$ cat src/rtl/tc_pipe_multiplier.sv
// Fully pipelined signed/unsigned multiplier with valid/ready backpressure,
// bubble collapsing, tag passthrough and flush. TC_MUL_PERF_CNT_EN adds perf counters.
module tc_pipe_multiplier #(
  parameter int LEN    = 32,
  parameter int STAGES = 3,
  parameter int TAG_W  = 8
) (
  input  logic                 clk,
  input  logic                 rst_n,
  input  logic                 flush,
  input  logic                 in_valid,
  output logic                 in_ready,
  input  logic                 in_signed,
  input  logic [LEN-1:0]       in_a,
  input  logic [LEN-1:0]       in_b,
  input  logic [TAG_W-1:0]     in_tag,
  output logic                 out_valid,
  input  logic                 out_ready,
  output logic [2*LEN-1:0]     out_result,
  output logic [TAG_W-1:0]     out_tag
`ifdef TC_MUL_PERF_CNT_EN
  ,
  output logic [31:0]          perf_ops,
  output logic [31:0]          perf_stall
`endif
);

  logic [STAGES:1]    valid;
  logic [2*LEN-1:0]   data [1:STAGES];
  logic [TAG_W-1:0]   tag  [1:STAGES];
  logic [STAGES:1]    ready;
  logic [STAGES:1]    src_valid;
  logic [2*LEN-1:0]   src_data [1:STAGES];
  logic [TAG_W-1:0]   src_tag  [1:STAGES];
  logic [2*LEN-1:0]   ext_a;
  logic [2*LEN-1:0]   ext_b;
  logic [2*LEN-1:0]   product;

  // Sign/zero extension to 2*LEN makes one unsigned multiply serve both modes.
  assign ext_a   = {{LEN{in_signed & in_a[LEN-1]}}, in_a};
  assign ext_b   = {{LEN{in_signed & in_b[LEN-1]}}, in_b};
  assign product = ext_a * ext_b;

  always_comb begin
    logic r;
    ready = '0;
    r = out_ready;
    for (int k = STAGES; k >= 1; k--) begin
      r        = !valid[k] | r;
      ready[k] = r;
    end
  end

  assign in_ready = ready[1] & !flush & rst_n;

  always_comb begin
    src_valid    = '0;
    src_valid[1] = in_valid & in_ready;
    src_data[1]  = product;
    src_tag[1]   = in_tag;
    for (int k = 2; k <= STAGES; k++) begin
      src_valid[k] = valid[k-1];
      src_data[k]  = data[k-1];
      src_tag[k]   = tag[k-1];
    end
  end

  always_ff @(posedge clk or negedge rst_n) begin
    if (!rst_n) begin
      valid <= '0;
      for (int k = 1; k <= STAGES; k++) begin
        data[k] <= '0;
        tag[k]  <= '0;
      end
    end else begin
      for (int k = 1; k <= STAGES; k++) begin
        if (flush)
          valid[k] <= 1'b0;
        else if (ready[k])
          valid[k] <= src_valid[k];
        // Payload only moves with a real operation; bubbles leave stale data behind.
        if (ready[k] && src_valid[k]) begin
          data[k] <= src_data[k];
          tag[k]  <= src_tag[k];
        end
      end
    end
  end

  assign out_valid  = valid[STAGES];
  assign out_result = data[STAGES];
  assign out_tag    = tag[STAGES];

`ifdef TC_MUL_PERF_CNT_EN
  always_ff @(posedge clk or negedge rst_n) begin
    if (!rst_n) begin
      perf_ops   <= '0;
      perf_stall <= '0;
    end else if (flush) begin
      perf_ops   <= '0;
      perf_stall <= '0;
    end else begin
      if (out_valid && out_ready)
        perf_ops <= perf_ops + 32'd1;
      if (out_valid && !out_ready)
        perf_stall <= perf_stall + 32'd1;
    end
  end
`endif

endmodule

$ cat config.mk
export PLATFORM = sky130hd
export DESIGN_NAME = tc_pipe_multiplier
export DESIGN_NICKNAME = d
export VERILOG_FILES = /design/src/rtl/tc_pipe_multiplier.sv
export SDC_FILE = /design/constraint.sdc
export NUM_CORES = 2
export LEC_CHECK = 0
export BUFFER_PORTS_ARGS = -buffer_cell sky130_fd_sc_hd__clkbuf_2
export CORE_MARGIN = 2
export CORE_UTILIZATION = 55
export CTS_BUF_LIST = sky130_fd_sc_hd__clkbuf_2
export DETAILED_ROUTE_END_ITERATION = 10
export GPL_TIMING_DRIVEN = 0
export PLACE_DENSITY = 0.84
export SYNTH_ARGS = -nofsm -noshare
export SYNTH_HDL_FRONTEND = slang
export SYNTH_SLANG_ARGS = --single-unit
$ cat constraint.sdc
create_clock -name clk -period 2.43 [get_ports clk]
set_input_delay 0.486 -clock clk [delete_from_list [all_inputs] [get_ports clk]]
set_output_delay 0.486 -clock clk [all_outputs]
set_load 0.03 [all_outputs]
* Word level (Yosys, flattened, before mapping)
Cells that the tools add are included.
Widths: inputs -> output; s select.
** Word-level totals
- Bits of input ports :: 78
- Output and inout bits :: 74
- Logic and storage cells :: 34
- Register bits after elaboration :: 219
** Operators by class
- Multiply operators :: 1
- Bitwise logic cells :: 8
- Muxes and demuxes :: 6
- Reductions and logical operators :: 10
** Operator list (count)
- $mul 33x33->64 :: 1
- $mux 1 :: 6
- $reduce_bool 2->1 :: 3
- $and 1x1->1 :: 5
- $logic_not 1->1 :: 4
- $logic_and 1x1->1 :: 3
- $or 1x1->1 :: 3

* Longest topological paths before layout
- Depth after elaboration :: 9
- Depth in mapped cells :: 29
- Gate-level depth less buffers :: 27

* Worst setup path after synthesis
Ideal clock, no wire load.
- Kind :: input -> register
- Start point :: input port in_signed
- End point :: register data[191] in the netlist's numbering
- Required time :: 2.298 ns
- Path slack :: -5.700 ns
- Setup time :: 0.132 ns
- Cell stages on the path :: 26
- Arrival :: 7.998 ns
- Path buffers :: 3
- Cells stage by stage :: clkbuf_1 > clkbuf_1 > and3_1 > fa_1 > fa_1 > fa_1 > inv_1 > fa_1 > inv_1 > fa_1 > fa_1 > inv_1 > fa_1 > fa_1 > inv_1 > ha_1 > clkbuf_1 > nand4_1 > nor2_1 > nand3_1 > a211o_1 > a31oi_1 > o31ai_2 > o31ai_2 > xnor2_1 > o21ai_1
** Between the ends
- Longest elaborated chain between the ends :: 2
- Elaborated cells on any way between the ends :: 3
- Those cells by class :: 1 x mul; 2 x bitwise
** Ends and longest elaborated chain
- start, declared :: RTL line 13 : input logic in_signed,
- $and 1x1->1, on equally long branches :: RTL line 40, 41
- $mul 33x33->64 * :: RTL line 42 : assign product = ext_a * ext_b;
- end signal, assigned by index :: RTL line 83 : data[k] <= src_data[k];
- end, declared :: RTL line 29 : logic [2*LEN-1:0] data [1:STAGES];
Mark *: on every way between the ends. The rest lies on a longest branch, timed or not.
A chain may end at the register's enable or synchronous reset.

* Final worst setup path
- Start point :: input port in_b[3]
- End point :: register data[188] in the netlist's numbering
** Between the ends
- Longest elaborated chain between the ends :: 1
** Ends and longest elaborated chain
- start, declared :: RTL line 15 : input logic [LEN-1:0] in_b,
- $mul 33x33->64 :: RTL line 42
Every way passes these cells.

==> impl_metrics.py <==
metrics = {
    "sta": {
        "fmaxAchievable_ghz": 0.136,
        "grt_setup_unrepaired": "yes",
        "final.setup_skew_ns": 0.0718,
        "maxSlewViolCount": 0,
        "post-route-period-util_pct": 304,
        "final.setup.tns_ns": -241.47,
        "timing.slew.headroom_pct": 45.6,
        "timing.final.ws_setup_ns": -4.95,
        "hold_violations": 101,
        "period_minus_slack_ns": 7.38,
        "final-setup-viol-count": 73,
        "final.hold.worst_slack_ns": -0.278,
        "tightestPinTransition_ns": 0.816,
    },
    "route": {
        "ant_nets": 0,
        "drt_drc_violations_left": 0,
        "drt_wl_total_mm": 174,
        "detail_route.wl_per_cell_um": 27.2,
        "routed-via-count": 37400,
        "drtPass1Iterations": 6,
        "via_per_inst": 5.84,
        "drt_first_iter_violations": 4004,
    },
    "critical_path": {
        "timing.critical_path.fanout_max": 7,
        "crit_path_start": "in_b[3]",
        "worst-endpoint-arrival_ns": 8.10,
        "r2r_slack_ns": -0.53,
        "crit_slowest_cell": "sky130_fd_sc_hd__fa_2",
        "worstPathRequired_ns": 3.15,
        "setup.worst_path.end_class": "flip-flop",
        "rr_worst_depth": 9,
        "setup.worst_path.start_class": "input pin",
        "critical_path.max_stage_delay_ns": 0.61,
        "critical-path-top-cell-by-count": "sky130_fd_sc_hd__fa_1",
        "critical_path.reg2reg.startpoint": "valid[3]",
        "endpoint": "data[188]",
        "path_class": "in -> reg",
        "crit-reg2reg-capture": "data[158]",
    },
    "global_route": {
        "gr-max-usage-layer": "met2",
        "grt_use_met3_pct": 10.3,
        "track_usage_pct": 40.1,
        "antenna_found_initial": 13,
        "grt_start_max_net_pins": 119,
        "grt-ovfl-total": 0,
        "grt_pass1_vias": 39300,
        "globalRouteMet2Util_pct": 61.8,
        "use_met1_pct": 48.3,
        "grt_first_pass_wirelength_mm": 249,
    },
    "final_layout": {
        "fillerInstances": 6043,
        "layout.core_utilization_pct": 66.9,
        "area_of_the_multi_input_gates_um2": 37500,
        "design.final.nets": 6649,
        "final-seq-area_um2": 5480,
        "areaGrowthSynthToFinish_pct": 20.5,
        "layout_cells_sized_above_1_pct": 25.2,
    },
    "floorplan": {
        "die_h_um": 295,
        "start_util_pct": 55.5,
        "design.core.area_um2": 83700,
        "width_of_the_chip_um": 295,
        "io_pins": 152,
        "die_area_um2": 86800,
        "row_count": 106,
    },
    "placement": {
        "gpl.final_weighted_congestion": 1.05,
        "place_hpwl_mm": 135,
        "placement.io_buffers": 149,
        "dpl_worst_slack_ns": -7.10,
    },
    "clock_network": {
        "cts-root-to-sink-buffers": 3,
        "tritoncts": "built",
        "numCtsBuffers": 51,
        "clk_pin_slew_worst_paths_ns": 0.11,
        "clock_tree_root_buffer_cell": "sky130_fd_sc_hd__clkbuf_2",
        "hold_buffers": 10,
        "clock_sink_count": 219,
        "ctsHtreeMaxLevel": 2,
        "clk_latency_worst_skew_pair_ns": 0.86,
    },
    "worst_hold_path": {
        "worstHoldPathType": "in -> async",
    },
    "synth": {
        "synth_enable_flop_cells": 0,
        "yosys.cell_types.count": 68,
        "synth_simple_gate_area_share_pct": 13.2,
        "syn_nets": 6207,
        "synth-seq-cells": 219,
        "synth_top_flop_cell": "sky130_fd_sc_hd__dfrtp_1",
        "yosysWarnings": 0,
        "adder_and_majority_cell_fraction_of_the_synthesized_area_pct": 54.2,
        "synth_seq_area_share_pct": 11.8,
        "postSynthCellCount": 4792,
        "dominant_combinational_cell_family_by_area_after_synthesis": "adder cells",
        "synth.mux.area_fraction_pct": 3.51,
        "post_synth.cell_area_avg_um2": 9.69,
        "synth_compound_gate_area_share_pct": 3.93,
        "async_reset_ff_share_pct": 100,
        "synth_xor_area_share_pct": 1.32,
        "post_synth_instance_area_um2": 46400,
    },
    "flow_run": {
        "max-cap-violations": 0,
    },
    "outcome": {
        "outcome": "complete, but fails checks",
        "violated_checks": "negative hold slack, negative setup slack",
    },
}
worst min path at each step:
stage / start / slack [ns] / end / depth (start not counted)
floorplan: rst_n / 0.19 / data[100] / 0
global placement: data[128] / 0.45 / data[128] / 2
detailed placement: src_tag[11] / 0.46 / src_tag[11] / 2
CTS: rst_n / -0.27 / data[88] / 1
global route: rst_n / -0.24 / src_tag[13] / 1
finish: rst_n / -0.28 / out_result[3] / 1
placed cells by master (no fill, tap or decap), types with 54 or more instances in the layout:
cell type                      n
sky130_fd_sc_hd__buf_6        65
sky130_fd_sc_hd__inv_1      1010
sky130_fd_sc_hd__clkbuf_16    77
sky130_fd_sc_hd__buf_4       254
sky130_fd_sc_hd__nand2_1     789
sky130_fd_sc_hd__fa_1       1055
sky130_fd_sc_hd__dfrtp_1     219
sky130_fd_sc_hd__clkbuf_2    210
sky130_fd_sc_hd__o21ai_1      54
sky130_fd_sc_hd__mux2_2      144
sky130_fd_sc_hd__inv_2        81
sky130_fd_sc_hd__ha_4         62
sky130_fd_sc_hd__fa_2         70
sky130_fd_sc_hd__ha_1        146
sky130_fd_sc_hd__and2_1      309
layer usage:
layer	share of wire, %	up-vias	routed length, µm
li1	-	14800	-
met1	33	19100	58200
met2	45	2638	77700
met3	11	847	20100
met4	11	8	18500
met5	0.032	-	56
Yosys cell counts (5+ instances only):
cell type                     n  area [µm²]
sky130_fd_sc_hd__and3_1      29         181
sky130_fd_sc_hd__xnor2_1     49         429
sky130_fd_sc_hd__a211o_1      7        61.3
sky130_fd_sc_hd__a21o_1      42         315
sky130_fd_sc_hd__o21bai_1    12        90.1
sky130_fd_sc_hd__inv_1     1099        4130
sky130_fd_sc_hd__nor2b_1      6        37.5
sky130_fd_sc_hd__fa_1      1125       22500
sky130_fd_sc_hd__o21ai_0     75         375
sky130_fd_sc_hd__buf_4       65         488
sky130_fd_sc_hd__a211oi_1     8        60.1
sky130_fd_sc_hd__o31ai_1      5        37.5
sky130_fd_sc_hd__nand4_1     11        68.8
sky130_fd_sc_hd__o211ai_1     9        67.6
sky130_fd_sc_hd__nor3_1       9        45.0
sky130_fd_sc_hd__o21a_1       9        67.6
sky130_fd_sc_hd__a31oi_1      6        37.5
sky130_fd_sc_hd__clkbuf_1   240         901
sky130_fd_sc_hd__buf_6        5        56.3
sky130_fd_sc_hd__mux2_2     144        1620
sky130_fd_sc_hd__xor2_1      21         184
sky130_fd_sc_hd__and2_1     359        2250
sky130_fd_sc_hd__or2_2        7        43.8
sky130_fd_sc_hd__dfrtp_1    219        5480
sky130_fd_sc_hd__nand2_1    825        3100
sky130_fd_sc_hd__a21oi_1     61         305
sky130_fd_sc_hd__ha_1       212        2650
sky130_fd_sc_hd__nor2_1      50         188
sky130_fd_sc_hd__nand3_1     15        75.1
timing repair:
action / CTS / global route
resized for setup: 643 / 265
setup buffers: 171 / 69
setup endpoints to repair: 74 / 74
pin swaps: 200 / 180
gates cloned: 3 / 0
hold endpoints to repair: 112 / 101
state kept, by name, summed over array words and instances (netlist names):
| name | cells |
|---|---|
| data | 128 |
| out_result | 64 |
| out_tag | 8 |
| src_tag | 16 |
| valid | 3 |
critical path: cells and delay by family:
kind                     cells  cell delay [ns]
AO/OA/AOI/OAI                8             1.78
AND/OR/NAND/NOR              2             0.27
adder cells (fa/ha/maj)      9             4.32
buffers and inverters       11             1.21
cell type report:
| class | instances | share of cell area, % |
|---|---|---|
| well taps | 1134 | 2.54 |
| repair buffers | 395 | 6.19 |
| plain buffers | 308 | 6.36 |
| inverters | 1099 | 7.42 |
| clock inverters | 12 | 0.0939 |
| diodes | 6 | 0.0268 |
| multi-input cells | 3160 | 66.9 |
| clock buffers | 72 | 0.644 |
| flip-flops and latches | 219 | 9.79 |
cells by family after synthesis:
group / count (synthesis)
buffers and inverters: 1413
muxes: 145
DFF: 219
AOI/OAI and AO/OA: 275
xor gates and xnor gates: 70
adders and majority gates: 1337
and+or+nand+nor: 1333
per-stage QoR:
step / cells / cell area (µm²)
2_1_floorplan: 4792 / 48000
3_3_place_gp: 6075 / 50100
3_5_place_dp: 6076 / 50200
4_1_cts: 6338 / 54800
5_1_grt: 6400 / 56000
6_report: 6405 / 56000
Power is left out: the tool's default activity adds up to more than one toggle a clock period on the data nets, which glitch-free logic cannot reach.
